===== src/rtl/csr_router_pkg.sv =====
`default_nettype none
// ============================================================================
//  Module   : csr_router_pkg
//  Purpose  : Shared types, constants and helpers for the CSR MMIO router.
//  Revision : 1.0 - initial release
// ============================================================================
package csr_router_pkg;

    // Sub-port index width; covers up to 16 sub-CSR ports.
    localparam int IDX_W = 4;

    // Widest transaction ID a pending-queue entry can carry.
    localparam int MAX_TID_W = 16;

    // Data returned for unclaimed addresses and timed-out reads.
    localparam logic [63:0] MMIO_ALL_ONES = 64'hFFFF_FFFF_FFFF_FFFF;

    // Saturation ceiling of the 16-bit status counters.
    localparam logic [15:0] STAT_MAX = 16'hFFFF;

    // One outstanding read: who asked, who answers, and how wide it is.
    typedef struct packed {
        logic [MAX_TID_W-1:0] tid;
        logic [IDX_W-1:0]     idx;
        logic                 len;
        logic                 unclaimed;
    } t_pend_entry;

    // Response engine states.
    typedef enum logic [1:0] {
        RSP_IDLE = 2'd0,
        RSP_WAIT = 2'd1,
        RSP_RESP = 2'd2
    } t_rsp_state;

    // Saturating add of a small increment (0..3) to a 16-bit counter.
    function automatic logic [15:0] sat_inc(input logic [15:0] val,
                                            input logic [1:0]  inc);
        logic [16:0] sum;
        sum = {1'b0, val} + {15'd0, inc};
        return sum[16] ? STAT_MAX : sum[15:0];
    endfunction

endpackage : csr_router_pkg
`default_nettype wire


===== src/rtl/csr_router_pend_fifo.sv =====
`default_nettype none
// ============================================================================
//  Module   : csr_router_pend_fifo
//  Purpose  : Synchronous FIFO with full/empty flags and simultaneous
//             push/pop; a pop on a full FIFO frees the slot for a push
//             in the same cycle.
//  Revision : 1.0 - initial release
// ============================================================================
module csr_router_pend_fifo #(
    parameter int WIDTH = 8,
    parameter int DEPTH = 4    // power of 2, >= 2
) (
    input  logic                     clk,
    input  logic                     reset,
    input  logic                     push,
    input  logic [WIDTH-1:0]         push_data,
    input  logic                     pop,
    output logic [WIDTH-1:0]         head_data,
    output logic                     full,
    output logic                     empty,
    output logic [$clog2(DEPTH):0]   count,
    output logic                     push_ok
);

    localparam int PTR_W = $clog2(DEPTH);
    localparam logic [PTR_W:0] CNT_FULL = (PTR_W+1)'(DEPTH);

    logic [WIDTH-1:0] mem_q [DEPTH];
    logic [PTR_W-1:0] wr_ptr_q, wr_ptr_d;
    logic [PTR_W-1:0] rd_ptr_q, rd_ptr_d;
    logic [PTR_W:0]   count_q,  count_d;
    logic             do_push,  do_pop;

    // Qualify push/pop and advance pointers and occupancy.
    always_comb begin
        do_pop   = pop && (count_q != '0);
        do_push  = push && ((count_q != CNT_FULL) || do_pop);
        wr_ptr_d = wr_ptr_q;
        rd_ptr_d = rd_ptr_q;
        count_d  = count_q;
        if (do_push) begin
            wr_ptr_d = wr_ptr_q + 1'b1;
        end
        if (do_pop) begin
            rd_ptr_d = rd_ptr_q + 1'b1;
        end
        case ({do_push, do_pop})
            2'b10:   count_d = count_q + 1'b1;
            2'b01:   count_d = count_q - 1'b1;
            default: count_d = count_q;
        endcase
    end

    // Pointer and occupancy registers.
    always_ff @(posedge clk) begin
        if (reset) begin
            wr_ptr_q <= '0;
            rd_ptr_q <= '0;
            count_q  <= '0;
        end else begin
            wr_ptr_q <= wr_ptr_d;
            rd_ptr_q <= rd_ptr_d;
            count_q  <= count_d;
        end
    end

    // Storage array; contents are meaningless while empty, so no reset.
    always_ff @(posedge clk) begin
        if (do_push) begin
            mem_q[wr_ptr_q] <= push_data;
        end
    end

    assign head_data = mem_q[rd_ptr_q];
    assign full      = (count_q == CNT_FULL);
    assign empty     = (count_q == '0);
    assign count     = count_q;
    assign push_ok   = do_push;

endmodule : csr_router_pend_fifo
`default_nettype wire


===== src/rtl/csr_router.sv =====
`default_nettype none
// ============================================================================
//  Module   : csr_router
//  Purpose  : MMIO fabric decoding CCI-P MMIO requests onto NUM_SUBS CSR
//             sub-blocks through base/mask windows, with an in-order read
//             response engine, per-read timeout and unclaimed defaults.
//  Revision : 1.0 - initial release
// ============================================================================
module csr_router
    import csr_router_pkg::*;
#(
    parameter int NUM_SUBS       = 4,     // 1..16
    parameter int ADDR_WIDTH     = 16,
    parameter int TID_WIDTH      = 9,     // <= MAX_TID_W
    parameter int PEND_DEPTH     = 64,    // power of 2, >= 2
    parameter int TIMEOUT_CYCLES = 256,   // >= 4
    parameter logic [ADDR_WIDTH*NUM_SUBS-1:0] SUB_BASE = '0,
    parameter logic [ADDR_WIDTH*NUM_SUBS-1:0] SUB_MASK = '1
) (
    input  logic                     clk,
    input  logic                     reset,
    input  logic                     req_valid,
    input  logic                     req_is_write,
    input  logic [ADDR_WIDTH-1:0]    req_addr,
    input  logic                     req_len,
    input  logic [TID_WIDTH-1:0]     req_tid,
    input  logic [63:0]              req_wdata,
    output logic [NUM_SUBS-1:0]      sub_wr,
    output logic [NUM_SUBS-1:0]      sub_rd,
    output logic [ADDR_WIDTH-1:0]    sub_addr,
    output logic                     sub_len,
    output logic [63:0]              sub_wdata,
    input  logic [NUM_SUBS-1:0]      sub_rvalid,
    output logic [NUM_SUBS-1:0]      sub_rready,
    input  logic [64*NUM_SUBS-1:0]   sub_rdata,
    output logic [NUM_SUBS-1:0]      sub_abort,
    output logic                     rsp_valid,
    output logic [TID_WIDTH-1:0]     rsp_tid,
    output logic [63:0]              rsp_data,
    output logic [15:0]              stat_unclaimed,
    output logic [15:0]              stat_timeout,
    output logic                     stat_overflow
);

    localparam int CNT_W = $clog2(PEND_DEPTH) + 1;
    localparam int AGE_W = $clog2(TIMEOUT_CYCLES);
    localparam logic [AGE_W-1:0] AGE_LAST = AGE_W'(TIMEOUT_CYCLES - 1);

    // ------------------------------------------------------------------
    // Address decode
    // ------------------------------------------------------------------
    logic [NUM_SUBS-1:0] hit_vec;
    logic [NUM_SUBS-1:0] hit_onehot;
    logic [IDX_W-1:0]    hit_idx;
    logic                hit_any;

    for (genvar gi = 0; gi < NUM_SUBS; gi++) begin : g_decode
        assign hit_vec[gi] =
            ((req_addr & SUB_MASK[gi*ADDR_WIDTH +: ADDR_WIDTH]) ==
             (SUB_BASE[gi*ADDR_WIDTH +: ADDR_WIDTH] & SUB_MASK[gi*ADDR_WIDTH +: ADDR_WIDTH]));
    end

    // Priority encode: walk downwards so the lowest matching index wins.
    always_comb begin
        hit_any    = 1'b0;
        hit_idx    = '0;
        hit_onehot = '0;
        for (int i = NUM_SUBS - 1; i >= 0; i--) begin
            if (hit_vec[i]) begin
                hit_any       = 1'b1;
                hit_idx       = IDX_W'(i);
                hit_onehot    = '0;
                hit_onehot[i] = 1'b1;
            end
        end
    end

    // ------------------------------------------------------------------
    // Pending read queue
    // ------------------------------------------------------------------
    logic              rd_req, wr_req;
    t_pend_entry       push_entry, head;
    logic              fifo_pop, fifo_push_ok, fifo_full, fifo_empty;
    logic [CNT_W-1:0]  fifo_count;

    assign rd_req = req_valid && !req_is_write;
    assign wr_req = req_valid &&  req_is_write;

    // Queue entry for an incoming read.
    always_comb begin
        push_entry           = '0;
        push_entry.tid       = MAX_TID_W'(req_tid);
        push_entry.idx       = hit_idx;
        push_entry.len       = req_len;
        push_entry.unclaimed = !hit_any;
    end

    csr_router_pend_fifo #(
        .WIDTH ($bits(t_pend_entry)),
        .DEPTH (PEND_DEPTH)
    ) u_pend_fifo (
        .clk       (clk),
        .reset     (reset),
        .push      (rd_req),
        .push_data (push_entry),
        .pop       (fifo_pop),
        .head_data (head),
        .full      (fifo_full),
        .empty     (fifo_empty),
        .count     (fifo_count),
        .push_ok   (fifo_push_ok)
    );

    // Only the low TID_WIDTH bits of the stored tid are ever returned.
    logic tid_hi_unused;
    assign tid_hi_unused = ^head.tid;

    // ------------------------------------------------------------------
    // Dispatch stage
    // ------------------------------------------------------------------
    logic [NUM_SUBS-1:0]   sub_wr_q,    sub_wr_d;
    logic [NUM_SUBS-1:0]   sub_rd_q,    sub_rd_d;
    logic [ADDR_WIDTH-1:0] sub_addr_q,  sub_addr_d;
    logic                  sub_len_q,   sub_len_d;
    logic [63:0]           sub_wdata_q, sub_wdata_d;

    // Strobe the owning sub one cycle later; a read strobes only if queued.
    always_comb begin
        sub_wr_d    = (wr_req && hit_any) ? hit_onehot : '0;
        sub_rd_d    = (fifo_push_ok && hit_any) ? hit_onehot : '0;
        sub_addr_d  = req_valid ? req_addr  : sub_addr_q;
        sub_len_d   = req_valid ? req_len   : sub_len_q;
        sub_wdata_d = req_valid ? req_wdata : sub_wdata_q;
    end

    // ------------------------------------------------------------------
    // Response engine
    // ------------------------------------------------------------------
    t_rsp_state           state_q, state_d;
    logic [AGE_W-1:0]     age_q, age_d;
    logic                 rsp_valid_q, rsp_valid_d;
    logic [TID_WIDTH-1:0] rsp_tid_q, rsp_tid_d;
    logic [63:0]          rsp_data_q, rsp_data_d;
    logic [15:0]          stat_unclaimed_q, stat_unclaimed_d;
    logic [15:0]          stat_timeout_q, stat_timeout_d;
    logic                 stat_overflow_q, stat_overflow_d;
    logic [1:0]           unclaimed_inc;
    logic                 timeout_inc;
    logic                 rready_en, abort_en;
    logic                 rvalid_sel;
    logic [63:0]          rdata_sel;

    assign fifo_pop = (state_q == RSP_RESP);

    // Select the read channel of the sub owning the head entry.
    always_comb begin
        rvalid_sel = 1'b0;
        rdata_sel  = '0;
        for (int i = 0; i < NUM_SUBS; i++) begin
            if (head.idx == IDX_W'(i)) begin
                rvalid_sel = sub_rvalid[i];
                rdata_sel  = sub_rdata[i*64 +: 64];
            end
        end
    end

    // Next-state, response capture and counter increments.
    always_comb begin
        state_d       = state_q;
        age_d         = age_q;
        rsp_valid_d   = 1'b0;
        rsp_tid_d     = rsp_tid_q;
        rsp_data_d    = rsp_data_q;
        rready_en     = 1'b0;
        abort_en      = 1'b0;
        timeout_inc   = 1'b0;
        unclaimed_inc = {1'b0, wr_req && !hit_any};
        case (state_q)
            RSP_IDLE: begin
                if (!fifo_empty) begin
                    state_d = RSP_WAIT;
                    age_d   = '0;
                end
            end
            RSP_WAIT: begin
                age_d = age_q + 1'b1;
                if (head.unclaimed) begin
                    state_d       = RSP_RESP;
                    rsp_valid_d   = 1'b1;
                    rsp_tid_d     = head.tid[TID_WIDTH-1:0];
                    rsp_data_d    = MMIO_ALL_ONES;
                    unclaimed_inc = unclaimed_inc + 2'd1;
                end else begin
                    rready_en = 1'b1;
                    if (rvalid_sel) begin
                        // Handshake takes precedence over an expiring age.
                        state_d     = RSP_RESP;
                        rsp_valid_d = 1'b1;
                        rsp_tid_d   = head.tid[TID_WIDTH-1:0];
                        rsp_data_d  = head.len ? rdata_sel : {32'h0, rdata_sel[31:0]};
                    end else if (age_q == AGE_LAST) begin
                        state_d     = RSP_RESP;
                        abort_en    = 1'b1;
                        timeout_inc = 1'b1;
                        rsp_valid_d = 1'b1;
                        rsp_tid_d   = head.tid[TID_WIDTH-1:0];
                        rsp_data_d  = MMIO_ALL_ONES;
                    end
                end
            end
            RSP_RESP: begin
                // Head pops now; stay busy if anything remains or arrives.
                if ((fifo_count > CNT_W'(1)) || fifo_push_ok) begin
                    state_d = RSP_WAIT;
                    age_d   = '0;
                end else begin
                    state_d = RSP_IDLE;
                end
            end
            default: state_d = RSP_IDLE;
        endcase
    end

    // Status counters: saturating counts plus sticky overflow.
    always_comb begin
        stat_unclaimed_d = sat_inc(stat_unclaimed_q, unclaimed_inc);
        stat_timeout_d   = sat_inc(stat_timeout_q, {1'b0, timeout_inc});
        stat_overflow_d  = stat_overflow_q || (rd_req && fifo_full && !fifo_pop);
    end

    // Head-targeted accept and abort strobes, held low during reset.
    always_comb begin
        sub_rready = '0;
        sub_abort  = '0;
        for (int i = 0; i < NUM_SUBS; i++) begin
            sub_rready[i] = rready_en && !reset && (head.idx == IDX_W'(i));
            sub_abort[i]  = abort_en  && !reset && (head.idx == IDX_W'(i));
        end
    end

    // All router state registers.
    always_ff @(posedge clk) begin
        if (reset) begin
            sub_wr_q         <= '0;
            sub_rd_q         <= '0;
            sub_addr_q       <= '0;
            sub_len_q        <= 1'b0;
            sub_wdata_q      <= '0;
            state_q          <= RSP_IDLE;
            age_q            <= '0;
            rsp_valid_q      <= 1'b0;
            rsp_tid_q        <= '0;
            rsp_data_q       <= '0;
            stat_unclaimed_q <= '0;
            stat_timeout_q   <= '0;
            stat_overflow_q  <= 1'b0;
        end else begin
            sub_wr_q         <= sub_wr_d;
            sub_rd_q         <= sub_rd_d;
            sub_addr_q       <= sub_addr_d;
            sub_len_q        <= sub_len_d;
            sub_wdata_q      <= sub_wdata_d;
            state_q          <= state_d;
            age_q            <= age_d;
            rsp_valid_q      <= rsp_valid_d;
            rsp_tid_q        <= rsp_tid_d;
            rsp_data_q       <= rsp_data_d;
            stat_unclaimed_q <= stat_unclaimed_d;
            stat_timeout_q   <= stat_timeout_d;
            stat_overflow_q  <= stat_overflow_d;
        end
    end

    assign sub_wr         = sub_wr_q;
    assign sub_rd         = sub_rd_q;
    assign sub_addr       = sub_addr_q;
    assign sub_len        = sub_len_q;
    assign sub_wdata      = sub_wdata_q;
    assign rsp_valid      = rsp_valid_q;
    assign rsp_tid        = rsp_tid_q;
    assign rsp_data       = rsp_data_q;
    assign stat_unclaimed = stat_unclaimed_q;
    assign stat_timeout   = stat_timeout_q;
    assign stat_overflow  = stat_overflow_q;

endmodule : csr_router
`default_nettype wire

===== config.mk =====
export PLATFORM = sky130hd
export DESIGN_NAME = csr_router
export DESIGN_NICKNAME = d
export VERILOG_FILES = /design/src/rtl/csr_router_pkg.sv /design/src/rtl/csr_router_pend_fifo.sv /design/src/rtl/csr_router.sv
export SDC_FILE = /design/constraint.sdc
export NUM_CORES = 1
export LEC_CHECK = 0
export CORE_ASPECT_RATIO = 0.5
export CORE_UTILIZATION = 40
export CTS_BUF_LIST = sky130_fd_sc_hd__clkbuf_4
export CTS_CLUSTER_DIAMETER = 200
export CTS_CLUSTER_SIZE = 8
export DETAILED_ROUTE_END_ITERATION = 10
export PLACE_DENSITY = 0.58
export SLEW_MARGIN = 10
export SYNTH_ARGS = -nofsm -noshare
export SYNTH_HDL_FRONTEND = slang
export SYNTH_SLANG_ARGS = --single-unit

===== constraint.sdc =====
create_clock -name clk -period 8.9 [get_ports clk]
set_input_delay 1.78 -clock clk [delete_from_list [all_inputs] [get_ports clk]]
set_output_delay 1.78 -clock clk [all_outputs]
set_load 0.01 [all_outputs]

### Word-level counts from Yosys, hierarchy flattened

Memory sizes are Yosys's and may differ from the RTL's. A register that Yosys moved wholly into a read port is not among the register bits.
Cells that the tools add are included.

* add/subtract/negate cells: 8
* $mul: 0
* divide/modulo/power cells: 0
* magnitude comparators: 1
* equality and inequality tests: 13
* shift operators: 0
* multiplexer cells: 43
* bitwise logic cells: 3
* reduce and logical (&&, ||, !) cells: 40

Operators by type and width (number)
* $mux 64: 8
* $mux 16: 2
* $mux 9: 3
* $pmux 8 s3: 1
* $logic_and 1x1->1: 19
* $add 16x1->17: 1
* $add 16x2->17: 1
* $mux 1: 17
* $logic_not 16->1: 1
* $mux 8: 2
* $pmux 7 s2: 1
* $add 6x1->6 const B: 2
* $mux 2: 6
* $mux 6: 2
* $add 8x1->8 const B: 1
* $eq 4x2->1 const AB: 2
* $eq 8x8->1 const B: 1
* $add 7x1->7 const B: 1
* $eq 7x7->1 const B: 1
* $gt 7x1->1 const B: 1
* $logic_not 7->1: 1
* $ne 7x7->1 const B: 1
* $reduce_bool 7->1: 1
* $sub 7x1->7 const B: 1
* 18 further kinds: 31

* register bits: 225
* latch bits: 0
* RAM bits: 704
* ROM bits: 0
* input port bits: 354
* output and inout bits: 204
* logic and storage cells: 125
* memories: 1

Memory list
* u_pend_fifo.mem_q: depth 64, bits a word 11, read ports 1, clocked after memory_dff 1, wr ports 1, line csr_router_pend_fifo.sv:28 `logic [WIDTH-1:0] mem_q [DEPTH];`

### Depth between registers and ports, before layout

Gate-level depths: netlist of run 1.

* word-level depth: 10
* mapped depth: 19
* gate-level depth less buffers: 16

### Cells and area by module

Synthesis of run 1 repeated with hierarchy kept, for this count alone.

* cells, all modules: 3665
* area, all modules: 65629.2 um^2

Modules (own cells, without submodules)
* csr_router_pend_fifo: instances 1, cells an instance 2618, area each 55313.0 um^2, sequential area each 42781.0 um^2
* csr_router: instances 1, cells an instance 1047, area each 10316.1 um^2, sequential area each 4003.8 um^2

### Least setup slack after synthesis of run 1

OpenSTA, ideal clock, no wires.

* kind: input-to-reg
* start: input port req_addr[10]
* end: register stat_unclaimed_q[10] (netlist: stat_unclaimed[10])
* setup time: 0.070 ns
* arrival: 5.838 ns
* required time: 8.830 ns
* path slack: 2.992 ns
* cell stages on the path: 14
* cells stage by stage: nor4_1 > nand4_1 > nor2b_1 > ha_1 > mux2_2 > ha_1 > inv_1 > fa_1 > nand3b_1 > nor3_1 > and4_1 > nand2_1 > clkbuf_1 > a21oi_1

RTL lines
* from (decl): line csr_router.sv:24 `input logic [ADDR_WIDTH-1:0] req_addr,`
* to (signal assigned): line csr_router.sv:268 `stat_unclaimed_q <= stat_unclaimed_d;`
* to (decl): line csr_router.sv:144 `logic [15:0] stat_unclaimed_q, stat_unclaimed_d;`

==> results of run 1 <==
cells in the final DEF, fill, tap and decap left out, types with 9 or more instances in the layout:
| cell | instances |
|---|---|
| mux4_2 | 103 |
| conb_1 | 12 |
| nand3_1 | 18 |
| ha_1 | 12 |
| nor2_1 | 190 |
| a21oi_1 | 36 |
| a22oi_1 | 17 |
| o221ai_1 | 10 |
| inv_1 | 81 |
| a31oi_1 | 15 |
| xnor2_1 | 14 |
| mux2i_1 | 212 |
| o22ai_1 | 72 |
| buf_2 | 9 |
| edfxtp_1 | 704 |
| nor4_1 | 15 |
| mux2_2 | 21 |
| xor2_1 | 26 |
| a211oi_1 | 13 |
| nor2b_1 | 10 |
| dfxtp_1 | 222 |
| o21ai_1 | 9 |
| nand4_1 | 24 |
| clkbuf_4 | 175 |
| a2bb2oi_2 | 10 |
| nor3_1 | 20 |
| clkdlybuf4s50_1 | 338 |
| a2bb2oi_1 | 22 |
| mux4_1 | 10 |
| buf_4 | 57 |
| and2_1 | 13 |
| nand2_1 | 79 |
| a221oi_2 | 30 |
worst max-delay path by stage:
stage	to	depth (start not counted)
finish	sub_abort[0]	8
global route	sub_abort[0]	8
CTS	sub_abort[0]	8
detailed placement	stat_unclaimed[9]	15
global placement	stat_unclaimed[0]	15
floorplan	stat_unclaimed[10]	14
sequential cells by signal (all words and copies together), names as in the netlist, 2 cells and up, named ones only:
register / count
age_q: 8
rsp_data: 64
rsp_tid: 9
stat_timeout: 16
stat_unclaimed: 16
state_q: 2
sub_addr: 16
sub_wdata: 64
u_pend_fifo.count: 7
u_pend_fifo.mem_q: 704
u_pend_fifo.rd_ptr_q: 6
u_pend_fifo.wr_ptr_q: 6
routing by layer:
metal | vias to the layer above | GRT usage
li1 | 9490 | -
met1 | 10500 | 0.269
met2 | 616 | 0.305
met3 | 110 | 0.0410
met4 | 0 | 0.0562
met5 | - | 0
tightest hold or removal path, stage by stage, from the launching register on:
cell	delay, ns
dfxtp_1	0.31
inv_1	0.06
a221oi_2	0.05
synth_stat cells, drive strengths merged (26+ instances only):
master   instances
mux4           113
buf             87
edfxtp         704
nand2           79
mux2i          212
a2bb2oi         32
dfxtp          225
inv             81
clkbuf          55
nor2           195
o22ai           73
xor2            26
nand4           26
a21oi           36
a221oi          32
area by class of cell:
cell class	instances	area, um^2
tap	1185	1480
multi-input combinational	1099	9730
timing repair buffer	405	3870
sequential	929	25700
inverter	82	308
clock buffer	175	1310
clock inverter	13	179
fill	7708	46800
antenna	7	17.5
cell families (layout without fill, tap and decap cells):
group,count (synthesis),count (layout),synth area share
flip-flops,929,929,0.703
AND/OR/NAND/NOR,424,424,0.0552
multiplexers,346,346,0.135
AO/OA/AOI/OAI,264,264,0.0595
buffers and inverters,224,675,0.0322
XOR/XNOR,40,40,0.00961
adder cells (fa/ha/maj),13,13,0.00467
other,1,19,0.000103
per-stage QoR:
step                      area (um^2)  worst slack (ns)
after floorplan                 36500              2.99
after global placement          41000              2.75
after detailed placement        41000              2.76
after CTS                       42500              1.80
after global routing            42500              1.74
final                           42600              2.07
power breakdown:
| part | switching [mW] | total (mW) | internal [mW] |
|---|---|---|---|
| clock network | 1.47 | 2.48 | 1.02 |
| logic | 0.366 | 0.776 | 0.409 |
| registers | 0.0694 | 4.82 | 4.75 |
| total | 1.90 | 8.08 | 6.18 |
==> impl_metrics.tcl, run 1 <==
set metrics [dict create \
    r2r_end "stat_unclaimed[9]" \
    crit_family "buffers and inverters" \
    drive_gt1_frac 0.166 \
    p_leak_nw 13.8 \
    coreArea_um2 89300 \
    rsz0062_at_grt "no" \
    dieWidth_um 429 \
    cts_tree "done" \
    holdPathEnd "rsp_data[3]" \
    clk_pin_slew_ns 0.09 \
    clock_latency_ns 1.06 \
    finalClockSkew_ns 0.0561 \
    hold_path.startpoint "rsp_data[3]" \
    async_reset_ff_frac 0 \
    cp_cell_sequence "buf_4 -> mux2i_1 -> a22oi_1 -> nand4_1 -> nand4_1 -> a21oi_1 -> nor4b_1 -> clkdlybuf4s50_1" \
    clockRootBuffer "clkbuf_4" \
    ir_drop_uv 125 \
    ys_top_cells_by_area "edfxtp_1, dfxtp_1, mux4_2, mux2i_1, nor2_1" \
    avgSynthCellArea_um2 16.3 \
    clk_path_buf_depth 3 \
    finalSetupTns_ns 0 \
    path_common_cell "nand4_1" \
    die_h_um 216 \
    antenna_found_initial 2 \
    yosysSeqAreaShare 0.703 \
    period_share 0.768 \
    fin_crit_ns 6.83 \
    total_power_mw 8.08 \
    final_cells 3895 \
    slowest_delay_ns 0.92 \
    path_class "reg -> out" \
    powerDensity_nw_per_um2 190 \
    wl_per_cell_um 23.2 \
    numCtsBuffers 134 \
    syn_area_um2 36500 \
    crit_required_ns 7.12 \
    cp_max_fo 42 \
    groute.usage.overall 0.193 \
    reg2reg_depth 16 \
    report.final.slew_viol_count 0 \
    cp-end-kind "output pin" \
    cts_hold_buf 0 \
    synth_top_area_cell "edfxtp_1" \
    hold_violations 0 \
    slew_headroom 0.136 \
    cts_resized 0 \
    critPathArrivalTime_ns 5.05 \
    vias 20800 \
    post-route-util 0.476 \
    cp-start-kind "register" \
    cap_violations 0 \
    grt-ovfl-total 0 \
    met1Wirelength_um 41200 \
    r2r_slack_ns 3.22 \
    grt_first_pass_wirelength_um 133000 \
    grt_max_degree 102 \
    route.met2.wl_um 42400 \
    postCtsSetupBuffers 0 \
    dp_hpwl_um 56000 \
    drc 0 \
    dr.pass1.iters 5 \
    areaGrowthSynthToFinish_pct 16.7 \
    synth_top_area_share 0.580 \
    cts.sinks 929 \
    crit_buf_inv 2 \
    grt_pass1_vias 20600 \
    drt-initial-drc-count 1543 \
    tightest_slew_ns 1.29 \
    ys_ff_latch 929 \
    rows 77 \
    ant_nets 0 \
    port_buffers 350 \
    crit_slowest_cell "dfxtp_4" \
    nets 3018 \
    synth.distinct_cells 71 \
    hold_path_class "reg -> reg" \
    finalSetupViolCount 0 \
    initial_core_util 0.408 \
    die_area_um2 92400 \
    vias_per_cell 5.33 \
    status "finished, final reports clean" \
    hold_path_depth 2 \
    place_congestion 0.796 \
    wl_met3_um 5430 \
    ios 558 \
    top_layer_used "met4" \
    drt_wl_total_um 90300 \
    synth-warning-count 0 \
    synth-main-ff-cell "edfxtp_1" \
    dpl.cell_count 3700 \
    synth_edf_count 704 \
    synthCells 2241 \
    timing.hold.ws_ns 0.460 \
    htreeDepth 4 \
    fmax_ghz 0.146 \
]
Note: power is estimated with default switching activity, not from simulation.
==> inputs of run 2 (changes only) <==
PLACE_DENSITY = 0.61   (was 0.58)
clock period = 5.6 ns   (was 8.9 ns; I/O delays follow)
==> run 2 against run 1 <==
Effect of this change: total power up 61%; cell area up 1.3%; combinational power up 61%; first-iteration DRC count rose by 8.8%; count of clock-buffer cells in the layout is 11 higher; clock power increased by 66%.
==> impl_metrics.tcl, run 2 (same netlist as run 1, synthesis figures left out) <==
set metrics [dict create \
    cts_tree "done" \
    vias 21100 \
    place_congestion 0.827 \
    cts_resized 0 \
    finalSetupTns_ns 0 \
    wl_per_cell_um 22.7 \
    slew_headroom 0.206 \
    grt_max_degree 67 \
    dieWidth_um 429 \
    p_sw_mw 3.02 \
    status "finished, final reports clean" \
    final_cells 3956 \
    final_common_cell "edfxtp_1" \
    cp-start-kind "register" \
    nets 3073 \
    largest_reg_flops 704 \
    die_h_um 216 \
    dpl.cell_count 3752 \
    rsz0062_at_grt "no" \
    cts.sinks 929 \
    crit_required_ns 4.48 \
    rows 77 \
    cell_internal_pwr_mw 10.0 \
    drt-initial-drc-count 1679 \
    clockRootBuffer "clkbuf_4" \
    grt-ovfl-total 0 \
    antenna_found_initial 2 \
    die_area_um2 92400 \
    dp_hpwl_um 56500 \
    path_class "reg -> out" \
    drive_gt1_frac 0.184 \
    cp-end-kind "output pin" \
    cap_violations 0 \
    grt_first_pass_wirelength_um 134000 \
    p_leak_nw 14.2 \
    finalSetupViolCount 0 \
    cp_cell_sequence "buf_4 -> nor2_1 -> buf_4 -> a22oi_1 -> nand4_1 -> nand4_1 -> a21oi_1 -> nor4b_1 -> clkdlybuf4s50_1" \
    ios 558 \
    cp.depth 9 \
    hold_path_class "in -> reg" \
    tightest_slew_ns 1.19 \
    pre_cts_ws_ns 0.612 \
    crit_buf_inv 3 \
    areaGrowthSynthToFinish_pct 18.3 \
    cts_hold_buf 0 \
    regMostFlops "u_pend_fifo.mem_q" \
    ant_nets 0 \
    seqPwrFrac 0.588 \
    reg2reg_depth 14 \
    critPathArrivalTime_ns 4.07 \
    coreArea_um2 89300 \
    p_clk_frac 0.316 \
    crit_slowest_cell "clkdlybuf4s50_1" \
    fin_crit_ns 5.19 \
    period_share 0.926 \
    cp_max_fo 14 \
    powerDensity_nw_per_um2 302 \
    worst_slack_ns 0.412 \
    clk_path_buf_depth 3 \
    dr.pass1.iters 6 \
    fmax_ghz 0.193 \
    htreeDepth 4 \
    numCtsBuffers 134 \
    drc 0 \
    drt_wl_total_um 89700 \
    hold_violations 0 \
    final_cell_mix "edfxtp_1, clkdlybuf4s50_1, dfxtp_1" \
    clk_pin_slew_ns 0.10 \
    ir_drop_uv 162 \
    total_power_mw 13.0 \
    swShare 0.232 \
    initial_core_util 0.408 \
    report.final.slew_viol_count 0 \
    comb_power_share 0.096 \
    hold_path_depth 3 \
    groute.usage.overall 0.193 \
    finalClockSkew_ns 0.0678 \
    clock_latency_ns 1.05 \
    port_buffers 350 \
    crit_family "buffers and inverters" \
    vias_per_cell 5.32 \
    slowest_delay_ns 0.68 \
    grt_pass1_vias 21400 \
    timing.hold.ws_ns 0.371 \
]
==> run 2: changes by cell type in the layout (fill, tap and decap cells not counted), moves of 3 or more <==
cell        delta
clkinvlp_4     -3
buf_4         +52
diode_2        -4
clkbuf_4      +11
buf_12         +4
nor2_2         -5
nor2_1         +5
clkinv_4       +3
==> run 2: layout make-up <==
cell class	count	area, um^2
tap	1185	1480
inverter	82	308
timing repair buffer	460	4330
clock inverter	12	226
multi-input combinational	1099	9710
fill	7646	46200
antenna	3	7.51
clock buffer	186	1400
sequential	929	25700
==> run 2: timing repair <==
action / in CTS / in global routing
setup buffers: 0 / 1
endpoints found under the setup margin: 0 / 1
endpoints found under the hold margin: 0 / 0
==> run 2: path summary, 6_finish.rpt <==
kind	start	endpoint	slack, ns
setup / recovery	register	sub_abort[0]	0.41
hold / removal	req_valid	sub_wr[0]	0.37
setup reg to reg	register	stat_timeout[1]	0.71
hold reg to reg	rsp_data[10]	rsp_data[10]	0.46
==> run 2: layer usage <==
metal / GRT usage / vias up / part of all wire
met5: 0 / - / 0
met4: 0.0646 / 0 / 0.019
met3: 0.0364 / 117 / 0.059
met2: 0.306 / 618 / 0.47
met1: 0.267 / 10700 / 0.45
li1: - / 9606 / -
==> run 2: metrics by stage <==
stage	instance area, um^2	util
final	43100	0.483
after global routing	43100	0.483
after CTS	43100	0.482
after detailed placement	41400	0.464
after global placement	41400	0.464
after floorplan	36500	-
==> run 2: power by group through the flow <==
stage	Sequential [mW]	Combinational, mW	Clock [mW]
2_1_floorplan	7.88	0.570	0
3_3_place_gp	7.81	1.24	0
3_5_place_dp	7.82	1.25	0
4_1_cts	7.66	1.26	4.27
5_1_grt	7.68	1.33	4.56
6_report	7.66	1.25	4.12
==> run 2: worst reg2reg max path, delay by kind of cell, from the launching register on <==
kind	cells	cell delay [ns]
buf+inv	3	0.56
compound gates	2	0.41
flops	1	0.43
fa+ha+maj	2	0.54
simple gates	7	2.85
